==> config.mk <==
export PLATFORM = sky130hd
export DESIGN_NAME = sdram_image_write_ctrl
export DESIGN_NICKNAME = d
export VERILOG_FILES = /design/src/rtl/sdram_image_write_ctrl.sv
export SDC_FILE = /design/constraint.sdc
export NUM_CORES = 1
export LEC_CHECK = 0
export ABC_CLOCK_PERIOD_IN_PS = 2500
export CORE_ASPECT_RATIO = 0.75
export CORE_MARGIN = 2
export CORE_UTILIZATION = 52
export CTS_CLUSTER_SIZE = 24
export DETAILED_ROUTE_END_ITERATION = 8
export MAX_ROUTING_LAYER = met4
export PLACE_DENSITY = 0.84
export SLEW_MARGIN = 5
export SYNTH_ARGS = -nofsm -noshare
export SYNTH_HDL_FRONTEND = slang
export SYNTH_SLANG_ARGS = --single-unit
==> constraint.sdc <==
create_clock -name iCLK -period 2.5 [get_ports iCLK]
set_input_delay 0.25 -clock iCLK [delete_from_list [all_inputs] [get_ports iCLK]]
set_output_delay 0.25 -clock iCLK [all_outputs]
set_load 0.02 [all_outputs]
==> src/rtl/sdram_image_write_ctrl.sv <==
// ============================================================================
// sdram_image_write_ctrl
// ----------------------------------------------------------------------------
// Moves decoded pixel bytes from the decoded-image FIFO into SDRAM.
// After a trigger pulse from the decoder, bytes are pulled from a show-ahead
// FIFO in pairs and packed little-endian into 16-bit words. The first byte
// goes to [7:0] and the second to [15:8]. Each word is then issued as a
// single Avalon-MM write at consecutive word addresses. Frames are counted
// up to the image count latched at the trigger, and completion is reported
// on oDONE.
//
// Optional build feature (macro SDRAM_WRITE_STALL_TIMEOUT_EN):
//   When defined, a starvation counter aborts the transfer. This happens
//   when the FIFO stays empty for TIMEOUT_CYCLES consecutive cycles while a
//   byte is awaited. The abort sets oERROR and returns to IDLE. When the
//   macro is undefined, the block waits for data indefinitely.
//
// Parameters:
//   FRAME_WORDS     16-bit words per frame
//   ADDR_W          SDRAM word-address width
//   BASE_ADDR       word address of frame 0
//   TIMEOUT_CYCLES  FIFO-starvation limit (optional feature only)
//
// Ports:
//   iCLK           system clock (single domain)
//   iRST           synchronous active-high reset
//   iTRIGGER       one-cycle start pulse from the decoder
//   iNUM_IMAGES    frames to write, sampled with the trigger
//   oFIFO_RDREQ    read acknowledge to the show-ahead FIFO
//   iFIFO_DATA     FIFO head byte, valid while iFIFO_EMPTY=0
//   iFIFO_EMPTY    FIFO empty flag
//   oSDRAM_ADDR    Avalon write word address
//   oSDRAM_WRITE   Avalon write request
//   oSDRAM_WRDATA  Avalon write data
//   iSDRAM_WAIT    Avalon waitrequest
//   oBUSY          transfer in progress
//   oDONE          all frames written; held until the next trigger
//   oFRAME_IDX     frames completed so far
//   oERROR         sticky error; cleared by reset or an accepted trigger
// ============================================================================
module sdram_image_write_ctrl #(
    parameter int                FRAME_WORDS    = 393216,
    parameter int                ADDR_W         = 24,
    parameter logic [ADDR_W-1:0] BASE_ADDR      = '0,
    parameter int                TIMEOUT_CYCLES = 50000000
) (
    input  logic              iCLK,
    input  logic              iRST,
    input  logic              iTRIGGER,
    input  logic [6:0]        iNUM_IMAGES,
    output logic              oFIFO_RDREQ,
    input  logic [7:0]        iFIFO_DATA,
    input  logic              iFIFO_EMPTY,
    output logic [ADDR_W-1:0] oSDRAM_ADDR,
    output logic              oSDRAM_WRITE,
    output logic [15:0]       oSDRAM_WRDATA,
    input  logic              iSDRAM_WAIT,
    output logic              oBUSY,
    output logic              oDONE,
    output logic [6:0]        oFRAME_IDX,
    output logic              oERROR
);

    // ------------------------------------------------------------------------
    // Constants
    // ------------------------------------------------------------------------
    // The word counter must be at least one bit wide, even for a
    // one-word frame.
    localparam int CNT_W = (FRAME_WORDS > 1) ? $clog2(FRAME_WORDS) : 1;
    localparam logic [CNT_W-1:0] LAST_WORD = CNT_W'(FRAME_WORDS - 1);

    localparam logic [2:0] ST_IDLE   = 3'd0;
    localparam logic [2:0] ST_GET_LO = 3'd1;
    localparam logic [2:0] ST_GET_HI = 3'd2;
    localparam logic [2:0] ST_WRITE  = 3'd3;
    localparam logic [2:0] ST_DONE   = 3'd4;

    // ------------------------------------------------------------------------
    // State and datapath registers
    // ------------------------------------------------------------------------
    logic [2:0]        stateReg,    stateNext;
    logic [6:0]        numReg,      numNext;
    logic [CNT_W-1:0]  wordCntReg,  wordCntNext;
    logic [6:0]        frameIdxReg, frameIdxNext;
    logic [ADDR_W-1:0] addrReg,     addrNext;
    logic              errorReg,    errorNext;
    logic [7:0]        laneReg [0:1];

    logic              busy;
    logic              fifoRead;
    logic              writeAccept;
    logic [6:0]        frameIdxInc;
    logic              stallTimeout;

    assign busy        = (stateReg == ST_GET_LO) || (stateReg == ST_GET_HI) ||
                         (stateReg == ST_WRITE);
    // A byte is consumed only when the FIFO actually presents one, so the
    // read acknowledge can never fire against an empty FIFO.
    assign fifoRead    = ((stateReg == ST_GET_LO) || (stateReg == ST_GET_HI)) &&
                         !iFIFO_EMPTY;
    assign writeAccept = (stateReg == ST_WRITE) && !iSDRAM_WAIT;
    assign frameIdxInc = frameIdxReg + 7'd1;

    // ------------------------------------------------------------------------
    // Optional FIFO-starvation watchdog
    // ------------------------------------------------------------------------
`ifdef SDRAM_WRITE_STALL_TIMEOUT_EN
    localparam int STALL_W = (TIMEOUT_CYCLES > 1) ? $clog2(TIMEOUT_CYCLES) : 1;
    localparam logic [STALL_W-1:0] STALL_LIMIT = STALL_W'(TIMEOUT_CYCLES - 1);

    logic [STALL_W-1:0] stallCntReg;
    logic               starving;

    assign starving = ((stateReg == ST_GET_LO) || (stateReg == ST_GET_HI)) &&
                      iFIFO_EMPTY;

    // Any FIFO read or any cycle outside the byte-fetch states breaks the
    // starvation run, so the counter restarts from zero.
    always_ff @(posedge iCLK) begin
        if (iRST || !starving) begin
            stallCntReg <= '0;
        end else begin
            stallCntReg <= stallCntReg + STALL_W'(1);
        end
    end

    assign stallTimeout = starving && (stallCntReg == STALL_LIMIT);
`else
    // No watchdog is built. TIMEOUT_CYCLES stays in the parameter list so
    // both builds share one instantiation signature.
    logic unusedTimeoutParam;
    assign unusedTimeoutParam = (TIMEOUT_CYCLES > 0);
    assign stallTimeout       = 1'b0;
`endif

    // ------------------------------------------------------------------------
    // Next-state logic
    // ------------------------------------------------------------------------
    always_comb begin
        stateNext    = stateReg;
        numNext      = numReg;
        wordCntNext  = wordCntReg;
        frameIdxNext = frameIdxReg;
        addrNext     = addrReg;
        errorNext    = errorReg;

        case (stateReg)
            ST_IDLE, ST_DONE: begin
                if (iTRIGGER) begin
                    numNext      = iNUM_IMAGES;
                    wordCntNext  = '0;
                    frameIdxNext = '0;
                    addrNext     = BASE_ADDR;
                    errorNext    = 1'b0;
                    // A zero-image request completes without touching SDRAM.
                    stateNext    = (iNUM_IMAGES == 7'd0) ? ST_DONE : ST_GET_LO;
                end
            end

            ST_GET_LO: begin
                if (!iFIFO_EMPTY) begin
                    stateNext = ST_GET_HI;
                end
            end

            ST_GET_HI: begin
                if (!iFIFO_EMPTY) begin
                    stateNext = ST_WRITE;
                end
            end

            ST_WRITE: begin
                // Address and data are registers, so they stay frozen
                // while waitrequest is asserted.
                if (writeAccept) begin
                    addrNext = addrReg + ADDR_W'(1);
                    if (wordCntReg == LAST_WORD) begin
                        wordCntNext  = '0;
                        frameIdxNext = frameIdxInc;
                        stateNext    = (frameIdxInc == numReg) ? ST_DONE : ST_GET_LO;
                    end else begin
                        wordCntNext = wordCntReg + CNT_W'(1);
                        stateNext   = ST_GET_LO;
                    end
                end
            end

            default: begin
                stateNext = ST_IDLE;
            end
        endcase

        // A trigger during a transfer is not honoured, but it is flagged.
        if (busy && iTRIGGER) begin
            errorNext = 1'b1;
        end

        // The watchdog abort leaves oFRAME_IDX and the address untouched so
        // software can see how far the transfer got.
        if (stallTimeout) begin
            errorNext = 1'b1;
            stateNext = ST_IDLE;
        end
    end

    // ------------------------------------------------------------------------
    // Control registers
    // ------------------------------------------------------------------------
    always_ff @(posedge iCLK) begin
        if (iRST) begin
            stateReg    <= ST_IDLE;
            numReg      <= '0;
            wordCntReg  <= '0;
            frameIdxReg <= '0;
            addrReg     <= BASE_ADDR;
            errorReg    <= 1'b0;
        end else begin
            stateReg    <= stateNext;
            numReg      <= numNext;
            wordCntReg  <= wordCntNext;
            frameIdxReg <= frameIdxNext;
            addrReg     <= addrNext;
            errorReg    <= errorNext;
        end
    end

    // ------------------------------------------------------------------------
    // Byte-lane capture: lane 0 is filled in GET_LO, lane 1 in GET_HI.
    // ------------------------------------------------------------------------
    generate
        for (genvar gi = 0; gi < 2; gi++) begin : gLane
            localparam logic [2:0] LANE_STATE = (gi == 0) ? ST_GET_LO : ST_GET_HI;

            always_ff @(posedge iCLK) begin
                if (iRST) begin
                    laneReg[gi] <= '0;
                end else if ((stateReg == LANE_STATE) && !iFIFO_EMPTY) begin
                    laneReg[gi] <= iFIFO_DATA;
                end
            end
        end
    endgenerate

    // ------------------------------------------------------------------------
    // Outputs
    // ------------------------------------------------------------------------
    assign oFIFO_RDREQ   = fifoRead;
    assign oSDRAM_ADDR   = addrReg;
    assign oSDRAM_WRITE  = (stateReg == ST_WRITE);
    assign oSDRAM_WRDATA = {laneReg[1], laneReg[0]};
    assign oBUSY         = busy;
    assign oDONE         = (stateReg == ST_DONE);
    assign oFRAME_IDX    = frameIdxReg;
    assign oERROR        = errorReg;

endmodule

==> flow_summary.ini <==
[floorplan]
placementRows = 27
die-height_um = 78.9
chipWidth_um = 104
core_region_area_um2 = 7300
die-area_um2 = 8200
starting_utilization_of_the_core_area = 0.533
ios = 72

[cells_and_area]
fill_cells = 605
drive_gt1_frac = 0.109
multiInputGateArea_um2 = 2040
most_common_cell_after_layout_fill_and_taps_aside = sky130_fd_sc_hd__clkdlybuf4s50_1
final_core_utilization = 0.668
numnets_final = 512
final_cell_mix = sky130_fd_sc_hd__clkdlybuf4s50_1, sky130_fd_sc_hd__dfxtp_1, sky130_fd_sc_hd__nor2_1
ant_cells = 0
syn_to_layout_area_delta_pct = 25.2
finalNonFillerCells = 595
sequential_cell_area_um2 = 1700

[clocking]
tritoncts_num_sinks = 77
post-cts-setup-buffers = 0
clockBufferDepth = 2
cts_inserted_buffers = 9
cts_hold_buf = 0
number_of_instances_resized_during_post_cts_repair = 0
insertion_delay_ps = 350
cts.reportedPaths.clkPinSlew_ps = 80
root_buffer = sky130_fd_sc_hd__clkbuf_8
tritoncts_clock_tree = done
cts_max_level = 3

[yosys]
synth_edf_count = 16
synth_sequential_area_ratio = 0.437
synth-seq-cells = 77
syn_nets = 439
post_synth_inst_count = 416
ys.warnings.count = 0
post_synth_instance_area_um2 = 3890
synth_area_leader_cell = sky130_fd_sc_hd__dfxtp_1
synth_largest_type_area_fraction = 0.314
yosysUniqueCellTypes = 61
synth_ff_type = sky130_fd_sc_hd__dfxtp_1
syn-mean-instance-area_um2 = 9.36
asyncSetResetFlopFracSynth = 0
synth_area_leaders = sky130_fd_sc_hd__dfxtp_1, sky130_fd_sc_hd__edfxtp_1, sky130_fd_sc_hd__xnor2_1, sky130_fd_sc_hd__nor2_1, sky130_fd_sc_hd__nand2_1

[routing]
detail_route.wirelength_um = 8850
antenna_left = 0
initialDrtViolationCount = 194
vias_per_cell = 5.57
via_count = 3314
route.detailed.drc = 0
detail_route.wl_per_cell_um = 14.9
drt-pass1-iter-count = 4

[worst_setup_path]
timing.critical_path.to_type = primary output
critPathMaxFanout = 9
r2r-start = stateReg[1]
worst-setup-path-type = reg -> out
startpoint_type = register
reg2reg_path_depth = 5
rr_endpoint = oSDRAM_ADDR[21]
r2r_setup_slack_ps = 300
required_ps = 2250
arrival_ps = 2090

[power_and_ir_drop]
static-leakage-power_nw = 1.70
total_power_mw = 2.44
powerDensity_nw_per_um2 = 500
irDropWorstVdd_mv = 0.272

[placed_design]
numPlacedInstances = 579
half_perimeter_wire_length_after_placement_um = 6460
gp_routability_congestion = 0.904
place.port_buffers = 71

[sta]
worst_slew_pin_slew_ps = 967
finalMaxSlewViolations = 0
final-setup-viol-count = 0
period_share = 0.935
rsz0062_at_grt = no
final.min_clock_period_ps = 2340
clock_skews_ps = 6.49
worst_slew_margin_rel = 0.349
totalNegativeSetupSlack_ps = 0
fmaxAchievable_ghz = 0.428
final-hold-violation-count = 0

[worst_hold_path]
holdCritStartpoint = numReg[4]
whs_endpoint = numReg[4]
classification_of_the_worst_slack_hold_path = reg -> reg
timing.hold.worst_path_depth = 2

[grt]
global_route.usage.total = 0.227
grt_max_degree = 24
congestion_overflow_gr = 0
grt_pass1_wl_um = 14700
number_of_antenna_violations_at_the_first_check_in_global_routing = 0
number_of_global_route_vias_before_repair = 3152

[job]
max-cap-violations = 0

[outcome]
outcome = completed
[layer usage]
metal,up-vias,global-route usage,wire length (µm)
met2,109,0.372,4230
met3,9,0.0468,434
met5,-,-,0
li1,1616,-,-
met4,0,0.0730,89
met1,1580,0.287,4110
[layout make-up]
type,instances,area share
inverter,9,0.00693
timing repair buffer,83,0.164
tap,101,0.0259
multi-input combinational,309,0.419
sequential,77,0.349
clock buffer,10,0.0262
clock inverter,6,0.00822
[worst max-delay path, stage by stage, from the launching register on]
cell and delay (ps):
sky130_fd_sc_hd__dfxtp_1 560, sky130_fd_sc_hd__buf_4 240, sky130_fd_sc_hd__xnor2_1 80, sky130_fd_sc_hd__nor3_1 190
sky130_fd_sc_hd__clkdlybuf4s50_1 650
[cell usage after synthesis (all sizes together), types with 4 or more instances]
library cell and number:
o21ai 16, inv 9, nand2 38, xor2 15, a21oi 21, nor4 11
a31oi 6, clkbuf 8, edfxtp 16, dfxtp 61, nor2 55, nand2b 4
and3 5, and2 18, nand3 18, nor3 10, or3 7, xnor2 25
buf 13, nand4 9
[worst max path at each step]
stage	start	endpoint	slack [ps]
4_1_cts	stateReg[0]	oFIFO_RDREQ	150
6_report	stateReg[0]	oFIFO_RDREQ	160
3_3_place_gp	iNUM_IMAGES[3]	stateReg[0]	310
3_5_place_dp	iNUM_IMAGES[3]	stateReg[0]	250
5_1_grt	stateReg[0]	oFIFO_RDREQ	50
2_1_floorplan	oFRAME_IDX[0]	stateReg[0]	460
[flip-flops by register name, summed over array words and instances (netlist names)]
register and flops:
oSDRAM_ADDR 24, wordCntReg 19, laneReg 16, numReg 7, oFRAME_IDX 7, stateReg 3
oERROR 1
[report_power, final]
part | internal [mW] | switching, mW
sequential | 1.30 | 0.0252
clock | 0.358 | 0.457
combinational | 0.133 | 0.166
[through the flow]
stage	hold WS [ps]	cell area, µm²	setup slack [ps]
global placement	462	4700	305
floorplan	386	3890	456
finish	475	4870	163
detailed placement	466	4700	255
CTS	476	4870	148
global route	503	4870	52.7
[kinds of logic (layout without fill, tap and decap cells)]
| kind of cell | Yosys count | after routing | share of synthesized area |
|---|---|---|---|
| mux | 2 | 2 | 0.00514 |
| buf+inv | 30 | 108 | 0.0383 |
| fa+ha+maj | 3 | 3 | 0.00964 |
| simple gates | 199 | 199 | 0.298 |
| xor+xnor | 40 | 40 | 0.0900 |
| compound gates | 65 | 65 | 0.122 |
| flops | 77 | 77 | 0.437 |
(Power assumes the default switching activity.)
